==> config.mk <==
export PLATFORM = sky130hd
export DESIGN_NAME = i_fetch_group_buf_flat
export DESIGN_NICKNAME = d
export VERILOG_FILES = /design/src/rtl/i_fetch_group_buf_if.sv /design/src/rtl/i_fetch_group_buf.sv /design/src/flat_wrapper.sv
export SDC_FILE = /design/constraint.sdc
export NUM_CORES = 1
export LEC_CHECK = 0
export BUFFER_PORTS_ARGS = -buffer_cell sky130_fd_sc_hd__buf_2
export CAP_MARGIN = 0
export CELL_PAD_IN_SITES_DETAIL_PLACEMENT = 2
export CELL_PAD_IN_SITES_GLOBAL_PLACEMENT = 2
export CORE_MARGIN = 5
export CORE_UTILIZATION = 42
export CTS_BUF_LIST = sky130_fd_sc_hd__clkbuf_4 sky130_fd_sc_hd__clkbuf_8 sky130_fd_sc_hd__clkbuf_16
export DETAILED_ROUTE_END_ITERATION = 16
export PLACE_DENSITY_LB_ADDON = 0.15
export SLEW_MARGIN = 20
export SYNTH_ARGS = -nofsm -noshare
export SYNTH_HDL_FRONTEND = slang
export SYNTH_SLANG_ARGS = --single-unit
export TNS_END_PERCENT = 10
==> constraint.sdc <==
create_clock -name clk -period 5.4 [get_ports clk]
set_input_delay 0.27 -clock clk [delete_from_list [all_inputs] [get_ports clk]]
set_output_delay 0.27 -clock clk [all_outputs]
set_load 0.05 [all_outputs]
==> src/rtl/i_fetch_group_buf_if.sv <==
// Bundle of the core-side fetch handshake and the SRAM-like instruction bus
// seen by i_fetch_group_buf.
//   slave  : the fetch buffer (drives requests to the bus, groups to the core)
//   master : the environment (core fetch stage + instruction bus)
// Signals:
//   fetch_en/fetch_addr/fetch_ready/flush          core request side
//   grp_valid/grp_addr/grp_rdata/grp_ok/grp_ready  buffered group to the core
//   i_stall                                        core waiting on empty buffer
//   inst_req/wr/size/addr/wdata                    bus request
//   inst_addr_ok/inst_data_ok/inst_rdata           bus handshake and response
interface i_fetch_group_buf_if #(
    parameter int NW = 2
);
    logic              fetch_en;
    logic [31:0]       fetch_addr;
    logic              fetch_ready;
    logic              flush;
    logic              grp_valid;
    logic [31:0]       grp_addr;
    logic [32*NW-1:0]  grp_rdata;
    logic [NW-1:0]     grp_ok;
    logic              grp_ready;
    logic              i_stall;
    logic              inst_req;
    logic              inst_wr;
    logic [1:0]        inst_size;
    logic [31:0]       inst_addr;
    logic [31:0]       inst_wdata;
    logic              inst_addr_ok;
    logic [NW-1:0]     inst_data_ok;
    logic [32*NW-1:0]  inst_rdata;

    modport slave (
        input  fetch_en, fetch_addr, flush, grp_ready,
               inst_addr_ok, inst_data_ok, inst_rdata,
        output fetch_ready, grp_valid, grp_addr, grp_rdata, grp_ok, i_stall,
               inst_req, inst_wr, inst_size, inst_addr, inst_wdata
    );

    modport master (
        output fetch_en, fetch_addr, flush, grp_ready,
               inst_addr_ok, inst_data_ok, inst_rdata,
        input  fetch_ready, grp_valid, grp_addr, grp_rdata, grp_ok, i_stall,
               inst_req, inst_wr, inst_size, inst_addr, inst_wdata
    );
endinterface

==> src/rtl/i_fetch_group_buf.sv <==
// Instruction-fetch group buffer. Issues one NW-wide group fetch per accepted
// request, tracks up to OUTST requests in flight, and queues returned groups in
// an in-order DEPTH-entry FIFO. A flush empties the FIFO and converts all
// in-flight requests into responses to be discarded when they return.
// Ports:
//   clk, resetn   clock, asynchronous active-low reset
//   fb            fetch/bus bundle (i_fetch_group_buf_if.slave)
//   stall_cnt     cycles with i_stall=1 (saturating); tied to 0 unless the
//                 macro IFETCH_STALL_CNT_EN is defined
module i_fetch_group_buf #(
    parameter int NW    = 2,
    parameter int DEPTH = 4,
    parameter int OUTST = 2
) (
    input  logic               clk,
    input  logic               resetn,
    i_fetch_group_buf_if.slave fb,
    output logic [31:0]        stall_cnt
);
    localparam int CW  = $clog2(DEPTH + 1);
    localparam int CW1 = CW + 1;
    localparam int FAW = $clog2(DEPTH);
    localparam int QAW = (OUTST > 1) ? $clog2(OUTST) : 1;
    // Responses owed to abandoned requests; repeated flushes can stack them,
    // so this is sized well beyond OUTST.
    localparam int DCW = 16;

    logic [CW-1:0]     r_inflight;
    logic [CW-1:0]     r_occ;
    logic [DCW-1:0]    r_drop_cnt;
    logic [31:0]       r_aq [OUTST];
    logic [QAW-1:0]    r_aq_wp;
    logic [QAW-1:0]    r_aq_rp;
    logic [31:0]       r_f_addr [DEPTH];
    logic [32*NW-1:0]  r_f_data [DEPTH];
    logic [NW-1:0]     r_f_ok   [DEPTH];
    logic [FAW-1:0]    r_f_wp;
    logic [FAW-1:0]    r_f_rp;

    logic w_valid, w_credit, w_req, w_acc, w_rsp, w_live, w_push, w_pop, w_stall;

    function automatic logic [QAW-1:0] aq_inc(input logic [QAW-1:0] p);
        return (p == QAW'(OUTST - 1)) ? '0 : p + QAW'(1);
    endfunction

    assign w_valid  = (r_occ != '0);
    // Counting in-flight requests against FIFO space guarantees every live
    // response has a slot waiting for it.
    assign w_credit = (r_inflight < CW'(OUTST)) &&
                      (({1'b0, r_inflight} + {1'b0, r_occ}) < CW1'(DEPTH));
    assign w_req    = fb.fetch_en & ~fb.flush & w_credit;
    assign w_acc    = w_req & fb.inst_addr_ok;
    assign w_rsp    = fb.inst_data_ok[0];
    // Responses return in order, so the oldest drop_cnt beats are the
    // abandoned ones; anything after belongs to the address queue head.
    assign w_live   = w_rsp & (r_drop_cnt == '0);
    assign w_push   = w_live & ~fb.flush;
    assign w_pop    = w_valid & fb.grp_ready;
    assign w_stall  = fb.grp_ready & ~w_valid;

    assign fb.inst_req    = w_req;
    assign fb.fetch_ready = w_acc;
    assign fb.inst_wr     = 1'b0;
    assign fb.inst_size   = 2'b10;
    assign fb.inst_addr   = fb.fetch_addr;
    assign fb.inst_wdata  = '0;
    assign fb.i_stall     = w_stall;
    assign fb.grp_valid   = w_valid;
    assign fb.grp_addr    = w_valid ? r_f_addr[r_f_rp] : '0;
    assign fb.grp_rdata   = w_valid ? r_f_data[r_f_rp] : '0;
    assign fb.grp_ok      = w_valid ? r_f_ok[r_f_rp]   : '0;

    always_ff @(posedge clk or negedge resetn) begin
        if (!resetn) begin
            r_inflight <= '0;
            r_occ      <= '0;
            r_drop_cnt <= '0;
            r_aq_wp    <= '0;
            r_aq_rp    <= '0;
            r_f_wp     <= '0;
            r_f_rp     <= '0;
        end else if (fb.flush) begin
            // Everything still owed by the bus, less a beat landing now,
            // will be discarded on return. No accept can happen this cycle.
            r_drop_cnt <= r_drop_cnt + DCW'(r_inflight) - DCW'(w_rsp);
            r_inflight <= '0;
            r_occ      <= '0;
            r_aq_wp    <= '0;
            r_aq_rp    <= '0;
            r_f_wp     <= '0;
            r_f_rp     <= '0;
        end else begin
            if (w_rsp && !w_live) r_drop_cnt <= r_drop_cnt - DCW'(1);
            r_inflight <= r_inflight + CW'(w_acc) - CW'(w_live);
            r_occ      <= r_occ + CW'(w_push) - CW'(w_pop);
            if (w_acc)  r_aq_wp <= aq_inc(r_aq_wp);
            if (w_live) r_aq_rp <= aq_inc(r_aq_rp);
            if (w_push) r_f_wp  <= r_f_wp + FAW'(1);
            if (w_pop)  r_f_rp  <= r_f_rp + FAW'(1);
        end
    end

    // Storage only; validity is carried by the pointers/occupancy above.
    always_ff @(posedge clk) begin
        if (w_acc) r_aq[r_aq_wp] <= fb.fetch_addr;
        if (w_push) begin
            r_f_addr[r_f_wp] <= r_aq[r_aq_rp];
            r_f_data[r_f_wp] <= fb.inst_rdata;
            r_f_ok[r_f_wp]   <= fb.inst_data_ok;
        end
    end

`ifdef IFETCH_STALL_CNT_EN
    logic [31:0] r_stall_cnt;

    always_ff @(posedge clk or negedge resetn) begin
        if (!resetn)                            r_stall_cnt <= '0;
        else if (w_stall && (r_stall_cnt != '1)) r_stall_cnt <= r_stall_cnt + 32'd1;
    end

    assign stall_cnt = r_stall_cnt;
`else
    assign stall_cnt = '0;
`endif
endmodule
==> src/flat_wrapper.sv <==
// flat-port wrapper written by rule: the top's interface ports become plain ports
module i_fetch_group_buf_flat 
#(
    parameter int NW    = 2,
    parameter int DEPTH = 4,
    parameter int OUTST = 2
)
  (clk, resetn, stall_cnt, fb_fetch_en, fb_fetch_addr, fb_flush, fb_grp_ready, fb_inst_addr_ok, fb_inst_data_ok, fb_inst_rdata, fb_fetch_ready, fb_grp_valid, fb_grp_addr, fb_grp_rdata, fb_grp_ok, fb_i_stall, fb_inst_req, fb_inst_wr, fb_inst_size, fb_inst_addr, fb_inst_wdata);
  i_fetch_group_buf_if #(.NW(NW)) fb_i ();
  input  logic clk;
  input  logic resetn;
  output logic [31:0] stall_cnt;
  input wire logic [$bits(fb_i.fetch_en)-1:0] fb_fetch_en;
  input wire logic [$bits(fb_i.fetch_addr)-1:0] fb_fetch_addr;
  input wire logic [$bits(fb_i.flush)-1:0] fb_flush;
  input wire logic [$bits(fb_i.grp_ready)-1:0] fb_grp_ready;
  input wire logic [$bits(fb_i.inst_addr_ok)-1:0] fb_inst_addr_ok;
  input wire logic [$bits(fb_i.inst_data_ok)-1:0] fb_inst_data_ok;
  input wire logic [$bits(fb_i.inst_rdata)-1:0] fb_inst_rdata;
  output wire logic [$bits(fb_i.fetch_ready)-1:0] fb_fetch_ready;
  output wire logic [$bits(fb_i.grp_valid)-1:0] fb_grp_valid;
  output wire logic [$bits(fb_i.grp_addr)-1:0] fb_grp_addr;
  output wire logic [$bits(fb_i.grp_rdata)-1:0] fb_grp_rdata;
  output wire logic [$bits(fb_i.grp_ok)-1:0] fb_grp_ok;
  output wire logic [$bits(fb_i.i_stall)-1:0] fb_i_stall;
  output wire logic [$bits(fb_i.inst_req)-1:0] fb_inst_req;
  output wire logic [$bits(fb_i.inst_wr)-1:0] fb_inst_wr;
  output wire logic [$bits(fb_i.inst_size)-1:0] fb_inst_size;
  output wire logic [$bits(fb_i.inst_addr)-1:0] fb_inst_addr;
  output wire logic [$bits(fb_i.inst_wdata)-1:0] fb_inst_wdata;
  assign fb_i.fetch_en = fb_fetch_en;
  assign fb_i.fetch_addr = fb_fetch_addr;
  assign fb_i.flush = fb_flush;
  assign fb_i.grp_ready = fb_grp_ready;
  assign fb_i.inst_addr_ok = fb_inst_addr_ok;
  assign fb_i.inst_data_ok = fb_inst_data_ok;
  assign fb_i.inst_rdata = fb_inst_rdata;
  assign fb_fetch_ready = fb_i.fetch_ready;
  assign fb_grp_valid = fb_i.grp_valid;
  assign fb_grp_addr = fb_i.grp_addr;
  assign fb_grp_rdata = fb_i.grp_rdata;
  assign fb_grp_ok = fb_i.grp_ok;
  assign fb_i_stall = fb_i.i_stall;
  assign fb_inst_req = fb_i.inst_req;
  assign fb_inst_wr = fb_i.inst_wr;
  assign fb_inst_size = fb_i.inst_size;
  assign fb_inst_addr = fb_i.inst_addr;
  assign fb_inst_wdata = fb_i.inst_wdata;
  i_fetch_group_buf #(.NW(NW), .DEPTH(DEPTH), .OUTST(OUTST)) u_core (.clk(clk), .resetn(resetn), .fb(fb_i), .stall_cnt(stall_cnt));
endmodule
# After elaboration in Yosys (flattened, before gate mapping)
# Memories as Yosys holds them, arrays and structs flattened.
# Index checks and enable logic that the tools add are counted.
# op_classes
addsub,12
div_mod_pow,0
magnitude_cmp,2
n_mux,21
shifts,0
reduce_logical,10
n_bitwise,9
multipliers,0
n_eq_ne,0
# ops
operator,n
2-to-1 mux 64 bit,1
2-to-1 mux 16 bit,2
2-to-1 mux 32 bit,1
adder 16 x 3 -> 16 bit,1
logical NOT 16 bit,1
subtractor 16 x 1 -> 16 bit,1
"subtractor 16 x 1 -> 16 bit, second input constant",1
2-to-1 mux 1 bit,10
2-to-1 mux 2 bit,5
nonzero test 2 bit,5
bitwise AND 1 bit,7
adder 3 x 1 -> 3 bit,2
2-to-1 mux 3 bit,2
subtractor 3 x 1 -> 3 bit,2
"adder 2 x 1 -> 2 bit, second input constant",2
adder 3 x 3 -> 4 bit,1
"< comparator 4 x 3 -> 1 bit, second input constant",1
"< comparator 3 x 2 -> 1 bit, second input constant",1
nonzero test 3 bit,1
"adder 1 bit, second input constant",2
logical AND 1 bit,2
inverter 1 bit,2
logical NOT 1 bit,1
# word_totals
output_inout_bits,201
memories,4
latch_bits,0
input_bits,104
word_cells,65
mem_bits_ro,0
reg_bits,28
ramBits,456
# memory_table
memory,depth,word_bits,read_ports,rd_clocked_by_memory_dff,write_ports,line,text
u_core.r_f_data,4,64,1,0,1,i_fetch_group_buf.sv:35,logic [32*NW-1:0] r_f_data [DEPTH];
u_core.r_f_addr,4,32,1,0,1,i_fetch_group_buf.sv:34,logic [31:0] r_f_addr [DEPTH];
u_core.r_aq,2,32,1,0,1,i_fetch_group_buf.sv:31,logic [31:0] r_aq [OUTST];
u_core.r_f_ok,4,2,1,0,1,i_fetch_group_buf.sv:36,logic [NW-1:0] r_f_ok [DEPTH];

# Depth between registers and ports, before layout
# logic_depth
depth_word,8
depth_mapped,13
mapped_depth_nobuf,13

# Worst setup path after synthesis
# OpenSTA, ideal clock, no wires.
# synth_timing
kind,reg2reg
startpoint,register u_core.r_drop_cnt[6]
endpoint,"memory u_core.r_f_addr[0][0], enable pin"
path_buffers,0
path_stages_with_launch,8
arrival_ns,3.795
setup_time_ns,0.468
synth_period_minus_slack_ns,4.263
t_required_ns,4.932
slack_ns,1.137
path_cell_list,dfrtp_1 -> inv_1 -> ha_1 -> nand4_4 -> nor4_1 -> nand2_1 -> nor2_1 -> and2_1
# synth_via
elab_chain_len,5
# synth_lines
item,line,text
from (decl),i_fetch_group_buf.sv:30,logic [DCW-1:0] r_drop_cnt;
from (signal assigned),i_fetch_group_buf.sv:85,r_drop_cnt <= r_drop_cnt + DCW'(r_inflight) - DCW'(w_rsp);
from (signal assigned),i_fetch_group_buf.sv:93,if (w_rsp && !w_live) r_drop_cnt <= r_drop_cnt - DCW'(1);
logical NOT 16 bit,i_fetch_group_buf.sv:56,assign w_live = w_rsp & (r_drop_cnt == '0);
bitwise AND 1 bit,i_fetch_group_buf.sv:56,
bitwise AND 1 bit,i_fetch_group_buf.sv:57,assign w_push = w_live & ~fb.flush;
2-to-1 mux 1 bit,i_fetch_group_buf.sv:106,if (w_push) begin
2-to-1 mux 1 bit (not written as such),i_fetch_group_buf.sv:107,r_f_addr[r_f_wp] <= r_aq[r_aq_rp];
to (decl),i_fetch_group_buf.sv:34,
# Every way passes these cells.

# Worst setup path after layout
# layout_timing
startpoint,register u_core.r_f_rp[0]
endpoint,output fb_grp_rdata[15]
# layout_via
elab_chain_len,2
# layout_lines
item,line,text
from (decl),i_fetch_group_buf.sv:38,logic [FAW-1:0] r_f_rp;
from (signal assigned),i_fetch_group_buf.sv:99,if (w_pop) r_f_rp <= r_f_rp + FAW'(1);
memory read (4 x 64 bit),n/a,
2-to-1 mux 64 bit,i_fetch_group_buf.sv:70,assign fb.grp_rdata = w_valid ? r_f_data[r_f_rp] : '0;
to (decl),flat_wrapper.sv:23,output wire logic [$bits(fb_i.grp_rdata)-1:0] fb_grp_rdata;
# Every way passes these cells.

==> reports/metrics.yaml <==
worst_setup_path:
  critPathArrivalTime_ns: 3.20
  crit_path_end_kind: "output port"
  required_ns: 5.13
  path_max_fanout: 55
  start_kind: "register"
  crit_type: "register to output port"
yosys:
  synth_edf_count: 456
  yosysTopAreaCellShare: 0.665
  ys_ff_latch: 484
  synthXorXnorAreaFrac: 0.0115
  synth_fa_ha_area_frac: 0.0321
  synth_top_family_by_area: "multiplexers"
  yosys.area.top_type: "edfxtp_1"
  ys_seq_area_frac: 0.699
  ys_warn_count: 0
  syn-instance-count: 1151
  synth_compound_area_frac: 0.0229
  synth-main-ff-cell: "edfxtp_1"
  synth_cell_types: 59
  synthSimpleGateAreaFrac: 0.0542
  synth_mux_area_frac: 0.126
  ys_top_cells_by_area: "edfxtp_1, mux4_2, buf_4, dfrtp_1, and2_1"
  netlist_area_um2: 20600
  avgSynthCellArea_um2: 17.9
  async_flop_share: 0.0579
clocking:
  htree_levels: 2
  cts_tree: "done"
  post-cts-setup-buffers: 0
  clkTransAtPathRegs_ns: 0.06
  clock-sinks: 484
  holdBufCountCts: 98
  worst_skew_pair.late_latency_ns: 0.58
  cts-root-buf: "clkbuf_16"
  cts_resized: 0
  cts_buffers: 51
  cts_max_path_buffers: 3
global_route:
  grt_usage: 0.199
  grt.overflow.total: 0
  use_met2: 0.350
  grt_pass1_wl_mm: 81.2
  grt_pass1_vias: 12588
  use_met3: 0.0328
  grt_start_max_net_pins: 102
  antenna_found_initial: 2
  gr-usage-met1: 0.261
  grt-busiest-layer: "met2"
floorplanning:
  die_w_um: 231
  core_um2: 48700
  die_h_um: 231
  start_util: 0.423
  die_area_um2: 53600
  ios: 305
  rows: 81
final_layout:
  drive_gt1_frac: 0.317
  area_delta_synth_final_pct: 20.1
  instances_no_fill: 2172
  layout.nets: 1629
  finish.utilization: 0.508
run:
  maxCapViolCount: 0
sta:
  timing.fmax_mhz: 288
  fin_setup_tns_ns: 0
  rsz0062_at_grt: "no"
  whs_ns: 0.0809
  worst_pin_slew_ns: 0.989
  fin_skew_ns: 0.00949
  setup_viol: 0
  slew_headroom: 0.340
  min_period_ns: 3.47
  drv_slew: 0
  finalCritPeriodShare: 0.643
  finalHoldViolations: 0
place:
  hpwl_mm: 34.5
  portBuffers: 237
  gp_congestion: 0.711
  dp_cells: 1986
drt:
  drtIter0Drc: 560
  wl_mm: 53.6
  drt_drc_violations_left: 0
  drt_first_pass_iters: 5
  ant_nets: 0
  vias_per_cell: 5.02
  vias: 10900
  wl_per_cell_um: 24.7
power:
  ir_drop_v: 0.000291
  leakage_nw: 8.91
  power_density_nw_per_um2: 527
worst_hold_path:
  hold_class: "input port to register"
outcome:
  outcome: "finished, final reports clean"
-- cells in the final DEF, fill, tap and decap left out, drive strengths merged, types with 2 or more instances in the layout --
| cell type | n |
|---|---|
| mux2i | 3 |
| and2 | 105 |
| inv | 53 |
| fa | 3 |
| dfrtp | 28 |
| nor2b | 5 |
| a21o | 3 |
| a21oi | 20 |
| conb | 67 |
| a311oi | 2 |
| nor3b | 2 |
| o211ai | 3 |
| edfxtp | 456 |
| ha | 48 |
| xor2 | 5 |
| o311ai | 2 |
| bufinv | 2 |
| mux2 | 32 |
| a31oi | 3 |
| xnor2 | 22 |
| nand3 | 2 |
| a211oi | 6 |
| clkinv | 12 |
| nor3 | 5 |
| nand4 | 4 |
| buf | 249 |
| nand2b | 4 |
| clkbuf | 69 |
| dlygate4sd3 | 98 |
| a211o | 2 |
| nor4 | 5 |
| nand2 | 21 |
| or3 | 4 |
| mux4 | 98 |
| a21boi | 2 |
| o21ai | 9 |
| nor2 | 34 |
-- sequential cells by signal, summed over array words and instances, names as in the netlist --
name and cells:
u_core.r_f_rp 2, u_core.r_aq_rp 1, u_core.r_f_data 256, u_core.r_f_ok 8, u_core.r_occ 3, u_core.r_aq_wp 1
u_core.r_drop_cnt 16, u_core.r_inflight 3, u_core.r_f_addr 128, u_core.r_aq 64, u_core.r_f_wp 2
-- worst max-delay path, stage by stage, from the launching register on --
cell and delay [ns]:
dfrtp_4 1.06, buf_12 0.45, mux4_2 0.59, and2_1 0.19, buf_2 0.21
-- area by class of cell --
cell class	count	area [um2]
clock inverter	17	149
fill	4366	24000
inverter	51	191
multi-input combinational	539	5370
timing repair buffer	347	2360
antenna	1	2.50
tap	664	831
sequential	484	14400
clock buffer	69	1450
-- metal layers --
| layer | up-vias | wire [um] |
|---|---|---|
| met5 | - | 11 |
| met4 | 2 | 928 |
| met3 | 62 | 2280 |
| met2 | 269 | 28000 |
| met1 | 5706 | 22400 |
| li1 | 4861 | - |
-- power breakdown --
group | total (mW) | internal (mW) | leakage, nW | switching [mW]
sequential | 4.42 | 4.20 | 4.45 | 0.218
combinational | 5.26 | 1.67 | 3.66 | 3.59
clock | 3.38 | 1.97 | 0.802 | 1.41
-- through the flow --
step	cell area, um2	total power [mW]	setup slack, ns
floorplan	20800	8.40	1.14
global route	24800	13.7	1.70
global placement	22100	9.61	1.92
CTS	24700	13.2	1.76
finish	24800	13.1	1.93
detailed placement	22100	9.71	1.86
-- final timing paths --
kind                                            from                endpoint  slack (ns)  cells past startpoint
min in group asynchronous                     resetn    u_core.r_drop_cnt[7]        0.28                      2
worst max-delay path                u_core.r_f_rp[0]        fb_grp_rdata[15]        1.93                      4
worst min-delay path              fb_inst_data_ok[0]     u_core.r_f_ok[0][0]        0.08                      1
worst max register to register  u_core.r_drop_cnt[7]  u_core.r_f_data[0][62]        1.94                      8
worst min register to register     u_core.r_aq[1][2]   u_core.r_f_addr[2][2]        0.61                      1
max in group asynchronous                     resetn        u_core.r_f_rp[1]        4.57                      2
-- synth_stat cells, drive strengths merged, types with 20 or more instances --
cell / n
nand2: 21
mux4: 98
clkbuf: 26
a21oi: 20
mux2: 32
inv: 51
dfrtp: 28
and2: 105
nor2: 34
xnor2: 22
buf: 116
edfxtp: 456
ha: 48
-- cells by family after synthesis --
family          Yosys count
flops                   484
simple gates            196
buf+inv                 193
mux                     133
compound gates           65
fa+ha+maj                51
xor+xnor                 27
other cells               2
Power figures use the tool's default switching activity.
